<file path="config.mk">
export PLATFORM = sky130hd
export DESIGN_NAME = rtc_timekeeper
export DESIGN_NICKNAME = d
export VERILOG_FILES = /design/src/rtl/rtc_timekeeper.sv
export SDC_FILE = /design/constraint.sdc
export NUM_CORES = 1
export LEC_CHECK = 0
export ABC_CLOCK_PERIOD_IN_PS = 2900
export CORE_UTILIZATION = 45
export DETAILED_ROUTE_END_ITERATION = 16
export GPL_TIMING_DRIVEN = 0
export PLACE_DENSITY = 0.89
export SLEW_MARGIN = 0
export SYNTH_ARGS = -nofsm -noshare
export SYNTH_HDL_FRONTEND = slang
export SYNTH_SLANG_ARGS = --single-unit
export TNS_END_PERCENT = 20
</file>
<file path="constraint.sdc">
create_clock -name Clk_1sec -period 2.9 [get_ports Clk_1sec]
set_clock_uncertainty 0.15 [all_clocks]
set_input_delay 0.87 -clock Clk_1sec [delete_from_list [all_inputs] [get_ports Clk_1sec]]
set_output_delay 0.87 -clock Clk_1sec [all_outputs]
set_load 0.01 [all_outputs]
</file>
<file path="src/rtl/rtc_timekeeper.sv">
// Hours/minutes/seconds timekeeper with tick prescaler, run/hold, validated load and 12/24h display.
// Time and strobes are visible one edge after the qualifying edge; no backpressure. Alarm: define RTC_ALARM_EN.
module rtc_timekeeper #(
    parameter int TICKS_PER_SEC = 1
) (
    input  logic       Clk_1sec,
    input  logic       reset,
    input  logic       run,
    input  logic       mode_12h,
    input  logic       load,
    input  logic [4:0] init_hours,
    input  logic [5:0] init_minutes,
    input  logic [5:0] init_seconds,
    output logic       load_err,
    output logic [5:0] seconds,
    output logic [5:0] minutes,
    output logic [4:0] hours,
    output logic       pm,
    output logic       day_wrap
`ifdef RTC_ALARM_EN
    ,
    input  logic       alarm_set,
    input  logic [4:0] alarm_hours,
    input  logic [5:0] alarm_minutes,
    input  logic       alarm_ack,
    output logic       alarm_ring
`endif
);

    localparam int PW = (TICKS_PER_SEC > 1) ? $clog2(TICKS_PER_SEC) : 1;
    localparam logic [PW-1:0] PS_MAX = PW'(TICKS_PER_SEC - 1);

    logic [4:0]    hr;
    logic [5:0]    min;
    logic [5:0]    sec;
    logic [PW-1:0] presc;

    logic          tick;
    logic          load_ok;
    logic [4:0]    nxt_hr;
    logic [5:0]    nxt_min;
    logic [5:0]    nxt_sec;
    logic          nxt_wrap;

    always_comb begin
        tick     = run && (presc == PS_MAX);
        load_ok  = load && (init_hours <= 5'd23) && (init_minutes <= 6'd59)
                   && (init_seconds <= 6'd59);
        nxt_sec  = sec + 6'd1;
        nxt_min  = min;
        nxt_hr   = hr;
        nxt_wrap = 1'b0;
        if (sec == 6'd59) begin
            nxt_sec = 6'd0;
            nxt_min = min + 6'd1;
            if (min == 6'd59) begin
                nxt_min = 6'd0;
                nxt_hr  = hr + 5'd1;
                if (hr == 5'd23) begin
                    nxt_hr   = 5'd0;
                    nxt_wrap = 1'b1;
                end
            end
        end
    end

    always_ff @(posedge Clk_1sec or negedge reset) begin
        if (!reset) begin
            hr       <= 5'd0;
            min      <= 6'd0;
            sec      <= 6'd0;
            presc    <= '0;
            load_err <= 1'b0;
            day_wrap <= 1'b0;
        end else begin
            load_err <= load && !load_ok;
            day_wrap <= 1'b0;
            // A valid load wins over a coinciding tick; a rejected one lets it through.
            if (load_ok) begin
                hr    <= init_hours;
                min   <= init_minutes;
                sec   <= init_seconds;
                presc <= '0;
            end else if (run) begin
                if (tick) begin
                    presc    <= '0;
                    hr       <= nxt_hr;
                    min      <= nxt_min;
                    sec      <= nxt_sec;
                    day_wrap <= nxt_wrap;
                end else begin
                    presc <= presc + PW'(1);
                end
            end
        end
    end

    assign seconds = sec;
    assign minutes = min;

    // Display mapping only reads the registered hour, so a mode flip cannot glitch state.
    always_comb begin
        pm    = (hr >= 5'd12);
        hours = hr;
        if (mode_12h) begin
            if (hr == 5'd0)
                hours = 5'd12;
            else if (hr > 5'd12)
                hours = hr - 5'd12;
        end
    end

`ifdef RTC_ALARM_EN
    logic [4:0] al_hr;
    logic [5:0] al_min;
    logic       armed;
    logic       al_match;

    // Only tick-driven arrivals match; out-of-range alarm fields can never equal nxt_*.
    assign al_match = armed && tick && !load_ok && (nxt_hr == al_hr)
                      && (nxt_min == al_min) && (nxt_sec == 6'd0);

    always_ff @(posedge Clk_1sec or negedge reset) begin
        if (!reset) begin
            al_hr      <= 5'd0;
            al_min     <= 6'd0;
            armed      <= 1'b0;
            alarm_ring <= 1'b0;
        end else if (alarm_set) begin
            al_hr      <= alarm_hours;
            al_min     <= alarm_minutes;
            armed      <= 1'b1;
            alarm_ring <= 1'b0;
        end else if (al_match) begin
            alarm_ring <= 1'b1;
        end else if (alarm_ack) begin
            alarm_ring <= 1'b0;
        end
    end
`endif

endmodule

</file>
==> summary.log, run 1 <==
[synthesis] post-synthesis instance area 1370 um^2
[synthesis] Most used DFF post-synth dfrtp_1
[layout] count of inserted antenna diode cells 0
[cts] maximum level of the CTS H-tree 1
[min_path] type of the worst min-delay path flop to flop
[detailed_routing] final routed DRC violation total 2
[detailed_routing] routed wire length per instance 14.5 um
[cts] cts hold-fix bufs 0
[synthesis] count of cell types in the netlist 38
[setup_path] Worst setup SP type flop
[placement] Routability Congestion 0.785
[setup_path] longest individual stage delay on the worst path 0.41 ns
[cts] Inserted Clock Buffers 3
[power] Clk network pwr share 14.5%
[detailed_routing] initial drt markers 59
[synthesis] gate count after technology mapping 160
[setup_path] crit path kind flop to primary output
[global_routing] overflow left after global routing 0
[setup_path] cell with the biggest individual delay on the critical path dfrtp_1
[timing] Final Max Slew Viols 0
[floorplan] Core Rows 19
[detailed_routing] vias post-DR 1444
[power] leakage power summed over all cells 0.809 nW
[job] Maximum Capacitance Violations 0
[layout] net count reported at finish 240
[synthesis] leading cell type by number of instances after synthesis nor2_1
[setup_path] CP Capture Type primary output
[synthesis] number of flops mapped to enable cells by yosys 0
[floorplan] die width 57.2 um
[layout] number of inserted filler cells in the final layout 237
[layout] final standard cell count with taps included and fillers excluded 240
[power] power per unit of standard cell area 483 nW/um^2
[power] Combinational Power Share 44.2%
[timing] ratio of final minimum period to clock period 96.9%
[timing] number of setup violations in the final report 0
[run_status] result of the run finished with violations
[synthesis] cell type contributing the most total cell area after synthesis dfrtp_1
[synthesis] post-synthesis register bit count 20
[power] maximum vdd ir drop 0.339 mV
[timing] final number of hold-violating endpoints 0
[cts] Max clock buf depth 2
[layout] share of layout cells above drive strength 1 14.4%
[timing] timing-limited maximum frequency 356 MHz
[global_routing] total routing resource utilization after global routing 21.2%
[global_routing] global-route wire length before repair 5370 um
[synthesis] post-synthesis async set-or-reset flop share 100%
[setup_path] crit path cell chain inv_1 > ha_2 > nand2_1 > a31oi_1 > nor3_1 > o21ai_0 > clkdlybuf4s15_2
[timing] max-slew headroom at the worst pin 39.9%
[detailed_routing] final wirelength 3480 um
[synthesis] Yosys top cell area share 36.5%
[layout] area growth from synthesis to layout 38.3%
[global_routing] pin count of the biggest net entering global routing 21
[detailed_routing] DRT Pass-1 Iters 10
[cts] clock slew at the register clock pins of the worst setup and hold paths 0.11 ns
[power] share of total power in sequential cells 41.4%
[placement] Final HPWL DP 2450 um
[placement] IO buf count 41
[placement] placed cell count 232
[power] internal power summed over all cells 0.581 mW
[floorplan] core footprint 2830 um^2
[synthesis] yosys warns 0
[global_routing] via count of the first global-routing pass 1222
[floorplan] I/O pin count 42
[cts] # clock sinks 20
[setup_path] endpoint required time on the critical path 1.88 ns
[synthesis] largest cells by area after synthesis dfrtp_1 36%, a21oi_1 6.6%, ha_1 6.4%
[setup_path] signal arrival time at the worst endpoint 1.79 ns
[timing] actual slew at the worst max-slew pin 0.899 ns
[power] switching part of the total 36.6%
[setup_path] largest driver fanout on the critical path 6
[synthesis] Commonest cells post-synth 22 x nor2_1, 20 x dfrtp_1, 18 x a21oi_1, 11 x o21ai_0, 10 x a31oi_1
[floorplan] initial core utilization 48.5%
[synthesis] mean post-synth cell area 8.58 um^2
[cts] clock latency reported for the late side of the worst-skew pair 0.30 ns
[global_routing] number of antenna violations at the first check in global routing 0
[cts] root buffer cell clkbuf_4
[floorplan] die outline area 3280 um^2
[floorplan] vertical extent of the die 57.2 um
[detailed_routing] Routed Antenna Nets 0
[timing] final hold slack 0.420 ns
[timing] final critical delay including setup and external delays 2.81 ns
[cts] clock tree from TritonCTS built
[power] NetSw 0.335 mW
[run_status] failing checks design-rule violations
[synthesis] Mapped Nets 189
[synthesis] Seq/Total Area, Yosys 36.5%
[timing] unrepaired setup endpoints after global routing false
[detailed_routing] ratio of routed vias to standard cells 6.02
[layout] post-layout util 67.1%
-- final cells by class --
type | instances | area (um^2) | share of cell area [%]
multi-input combinational | 127 | 832 | 43.8
sequential | 20 | 503 | 26.5
timing repair buffer | 46 | 442 | 23.3
tap | 31 | 38.8 | 2.04
buffer | 7 | 37.5 | 1.98
clock buffer | 3 | 22.5 | 1.19
inverter | 6 | 22.5 | 1.19
-- routing by layer --
| layer | track usage, % | wire (um) | vias to the layer above |
|---|---|---|---|
| met5 | 0 | 0 | - |
| met4 | 7.32 | 66 | 0 |
| met3 | 4.54 | 175 | 10 |
| met2 | 34.8 | 1640 | 52 |
| met1 | 27.7 | 1590 | 686 |
| li1 | - | - | 696 |
-- per-stage QoR --
step | total power [mW] | setup TNS (ns) | worst slack (ns) | instance area (um^2)
finish | 0.916 | 0 | 0.0898 | 1900
global route | 0.981 | 0 | 0.0106 | 1900
CTS | 0.896 | 0 | 0.00773 | 1850
detailed placement | 0.768 | -2.78 | -0.748 | 1820
global placement | 0.761 | -2.60 | -0.709 | 1820
floorplan | 0.586 | 0 | 0.288 | 1370
-- placed cells by master (no fill, tap or decap), types with 5 or more instances in the layout --
master | netlist | routed
a21oi_1 | 18 | 18
a31oi_1 | 10 | 10
buf_4 | 0 | 5
clkbuf_1 | 5 | 5
clkdlybuf4s50_1 | 0 | 35
dfrtp_1 | 20 | 18
ha_1 | 7 | 5
inv_1 | 6 | 5
nand2_1 | 7 | 7
nand3_1 | 6 | 6
nor2_1 | 22 | 21
o21ai_0 | 11 | 11
-- registers in the layout, summed over array words and instances (netlist names) --
| signal | flops |
|---|---|
| load_err | 1 |
| day_wrap | 1 |
| seconds | 6 |
| hr | 5 |
| minutes | 6 |
| presc | 1 |
-- cells by family after synthesis --
group / after synthesis / synth area share [%]
compound gates: 48 / 20.4
simple gates: 65 / 27.0
buf+inv: 13 / 4.38
mux: 7 / 5.38
fa+ha+maj: 7 / 6.38
flops: 20 / 36.5
-- critical path, delay by kind of cell (launching register included) --
kind                     cells  cell delay [ns]
flip-flops                   1             0.41
AO/OA/AOI/OAI                2             0.39
buffers and inverters        2             0.33
adder cells (fa/ha/maj)      1             0.23
AND/OR/NAND/NOR              2             0.14
-- final timing paths --
check,depth (start not counted),slack [ns],endpoint,startpoint
setup / recovery,7,0.09,hours[3],hr[1]
hold / removal,1,0.42,presc,presc
setup reg to reg,5,0.73,hr[4],seconds[0]
hold reg to reg,1,0.42,presc,presc
max in group asynchronous,1,1.08,hr[3],reset
min in group asynchronous,1,0.91,seconds[5],reset
-- power by group through the flow --
stage	Sequential (mW)	Combinational, mW	Clock (mW)
after global placement	0.383	0.378	0
after CTS	0.379	0.384	0.133
after detailed placement	0.384	0.384	0
after global routing	0.385	0.444	0.151
after floorplan	0.387	0.199	0
final	0.379	0.405	0.133
-- timing repair --
item                                    in CTS  in global routing
buffers inserted                             0                  5
hold endpoints to repair                     0                  0
gates resized for setup                     18                  4
endpoints found under the setup margin       5                  3
cloned                                       0                  0
Power figures use the tool's default switching activity.
==> run 2: changes to the inputs <==
- ABC_AREA: default -> 1
- PLACE_DENSITY: 0.89 -> 0.87
==> run 2 against run 1 <==
- the flow now finishes without violations
- highest routed layer unchanged
- register-to-register slack improved by 0.52 ns
- maximum frequency increased by 0.81%
- combinational power increased by 61%
- setup slack improved by 0.023 ns
- die area increased by 16%
- global-route usage decreased by 0.59 points
- power increased by 35%
- first-iteration DRC count increased by 46%
==> summary.log, run 2 <==
[cts] Max clock buf depth 2
[synthesis] share of synthesized cell area in full adder, half adder and majority cells 5.48%
[cts] root buffer cell clkbuf_4
[floorplan] vertical extent of the die 61.6 um
[placement] Worst Setup Slack post-DPL -0.530 ns
[detailed_routing] Routed Antenna Nets 0
[synthesis] leading cell type by number of instances after synthesis nand2_1
[synthesis] post-synthesis async set-or-reset flop share 100%
[synthesis] mean post-synth cell area 6.77 um^2
[synthesis] count of cell types in the netlist 27
[detailed_routing] vias post-DR 1593
[layout] commonest non-fill, non-tap cell in the layout nand2_1
[cts] clock slew at the register clock pins of the worst setup and hold paths 0.11 ns
[layout] area growth from synthesis to layout 31.1%
[cts] clock tree from TritonCTS built
[timing] Final Max Slew Viols 0
[timing] final number of hold-violating endpoints 0
[cts] cts hold-fix bufs 0
[timing] unrepaired setup endpoints after global routing false
[setup_path] crit path kind flop to primary output
[synthesis] post-synthesis share of cell area spent on and, or, nand and nor gates 47.5%
[detailed_routing] ratio of routed vias to standard cells 4.86
[synthesis] Mapped Nets 265
[run_status] result of the run finished clean
[detailed_routing] final routed DRC violation total 0
[timing] final critical delay including setup and external delays 2.79 ns
[synthesis] post-synthesis register bit count 20
[layout] number of inserted filler cells in the final layout 328
[setup_path] Worst setup SP type flop
[layout] Register Area 500 um^2
[cts] Inserted Clock Buffers 3
[synthesis] Commonest cells post-synth 86 x nand2_1, 28 x nand3_1, 23 x inv_1, 20 x dfrtp_1, 19 x nor2_1
[power] final total power 1.24 mW
[power] NetSw 0.516 mW
[detailed_routing] final wirelength 3510 um
[floorplan] I/O pin count 42
[power] Combinational Power Share 52.6%
[layout] share of layout cells above drive strength 1 12.4%
[timing] actual slew at the worst max-slew pin 0.938 ns
[power] power per unit of standard cell area 593 nW/um^2
[synthesis] cell type contributing the most total cell area after synthesis dfrtp_1
[synthesis] Most used DFF post-synth dfrtp_1
[layout] final standard cell count with taps included and fillers excluded 328
[setup_path] largest driver fanout on the critical path 5
[synthesis] gate count after technology mapping 236
[timing] ratio of final minimum period to clock period 96.1%
[global_routing] global-route wire length before repair 5750 um
[min_path] type of the worst min-delay path flop to flop
[setup_path] CP Capture Type primary output
[power] internal power summed over all cells 0.725 mW
[power] maximum vdd ir drop 0.327 mV
[synthesis] area share of xor/xnor cells in the synthesized design 3.29%
[synthesis] fraction of the mapped netlist area in compound gates 2.51%
[placement] Final HPWL DP 2760 um
[floorplan] Core Rows 21
[synthesis] Yosys top cell area share 31.3%
[detailed_routing] DRT Pass-1 Iters 5
[cts] clock latency reported for the late side of the worst-skew pair 0.31 ns
[timing] number of setup violations in the final report 0
[synthesis] number of flops mapped to enable cells by yosys 0
[synthesis] dominant combinational cell family by area after synthesis simple AND/OR/NAND/NOR gates
[global_routing] number of antenna violations at the first check in global routing 0
[setup_path] endpoint required time on the critical path 1.88 ns
[global_routing] via count of the first global-routing pass 1374
[floorplan] core footprint 3360 um^2
[cts] maximum level of the CTS H-tree 1
[power] leakage power summed over all cells 1.11 nW
[layout] footprint of the multi-input gates 938 um^2
[layout] top library cells by usage in the layout, fill and taps aside 86 x nand2_1, 35 x clkdlybuf4s50_1, 28 x nand3_1
[detailed_routing] initial drt markers 86
[placement] placed cell count 323
[synthesis] largest cells by area after synthesis dfrtp_1 31%, nand2_1 20%, nand3_1 8.8%
[timing] max-slew headroom at the worst pin 37.2%
[timing] timing-limited maximum frequency 359 MHz
[synthesis] yosys warns 0
[layout] count of inserted antenna diode cells 0
[setup_path] signal arrival time at the worst endpoint 1.77 ns
[global_routing] pin count of the biggest net entering global routing 21
[synthesis] post-synthesis instance area 1600 um^2
[placement] IO buf count 41
[layout] net count reported at finish 312
[synthesis] Seq/Total Area, Yosys 31.3%
[floorplan] die width 61.6 um
[cts] # clock sinks 20
[power] share of total power in sequential cells 34.0%
[synthesis] portion of netlist area occupied by mux cells 0%
[placement] Routability Congestion 0.803
[global_routing] overflow left after global routing 0
[global_routing] total routing resource utilization after global routing 20.6%
[floorplan] initial core utilization 47.5%
[power] Clk network pwr share 13.4%
[detailed_routing] routed wire length per instance 10.7 um
[timing] setup slack after layout 0.112 ns
[power] switching part of the total 41.6%
[job] Maximum Capacitance Violations 0
[floorplan] die outline area 3790 um^2
-- run 2: power by group through the flow --
stage | Combinational [mW] | Clock (mW) | Sequential (mW)
6_report | 0.653 | 0.166 | 0.422
2_1_floorplan | 0.403 | 0 | 0.429
4_1_cts | 0.649 | 0.173 | 0.423
5_1_grt | 0.746 | 0.184 | 0.434
3_3_place_gp | 0.663 | 0 | 0.426
3_5_place_dp | 0.680 | 0 | 0.427
-- run 2: routing by layer --
metal,part of all wire (%),track usage [%],up-vias
met1,46,27.0,704
met4,0.66,5.08,0
li1,-,-,845
met2,49,34.7,39
met5,0,0,-
met3,4.2,3.99,5
-- run 2: path summary, 6_finish.rpt --
| kind | cells after the start | slack [ns] | startpoint | endpoint |
|---|---|---|---|---|
| min in group asynchronous | 1 | 0.92 | reset | minutes[1] |
| hold reg to reg | 2 | 0.37 | presc | presc |
| setup / recovery | 5 | 0.11 | hr[0] | pm |
| hold / removal | 2 | 0.37 | presc | presc |
| setup reg to reg | 9 | 1.25 | minutes[0] | hr[0] |
| max in group asynchronous | 1 | 1.11 | reset | seconds[1] |
-- run 2: what timing repair did --
| item | 4_1_cts | 5_1_grt |
|---|---|---|
| pin swaps | 3 | 0 |
| resized for setup | 13 | 0 |
| buffers inserted | 0 | 1 |
| endpoints found under the setup margin | 5 | 1 |
-- run 2: worst max-delay path, stage by stage (launching register included) --
cell	delay [ns]
dfrtp_1	0.44
inv_1	0.10
ha_1	0.21
nand3_1	0.11
nand2_1	0.08
clkdlybuf4s50_1	0.53
-- run 2: stage by stage --
step	area [um^2]	TNS (ns)	util [%]	hold WS, ns
2_1_floorplan	1600	0	-	0.330
5_1_grt	2090	0	62.3	0.423
4_1_cts	2090	0	62.1	0.374
6_report	2090	0	62.3	0.366
3_5_place_dp	2070	-1.94	61.4	0.357
3_3_place_gp	2070	-1.88	61.4	0.341
-- run 2: cell families after synthesis --
kind of cell / Yosys count
xor gates and xnor gates: 6
adders and majority gates: 7
DFF: 20
AOI/OAI and AO/OA: 7
and+or+nand+nor: 161
buffers and inverters: 35
-- run 2: area by class of cell --
| type | instances | area share (%) |
|---|---|---|
| inverters | 29 | 5.44 |
| clock buffers | 4 | 1.73 |
| well taps | 46 | 2.75 |
| repair buffers | 42 | 19.2 |
| flip-flops and latches | 20 | 23.9 |
| plain buffers | 6 | 2.15 |
| multi-input cells | 181 | 44.8 |
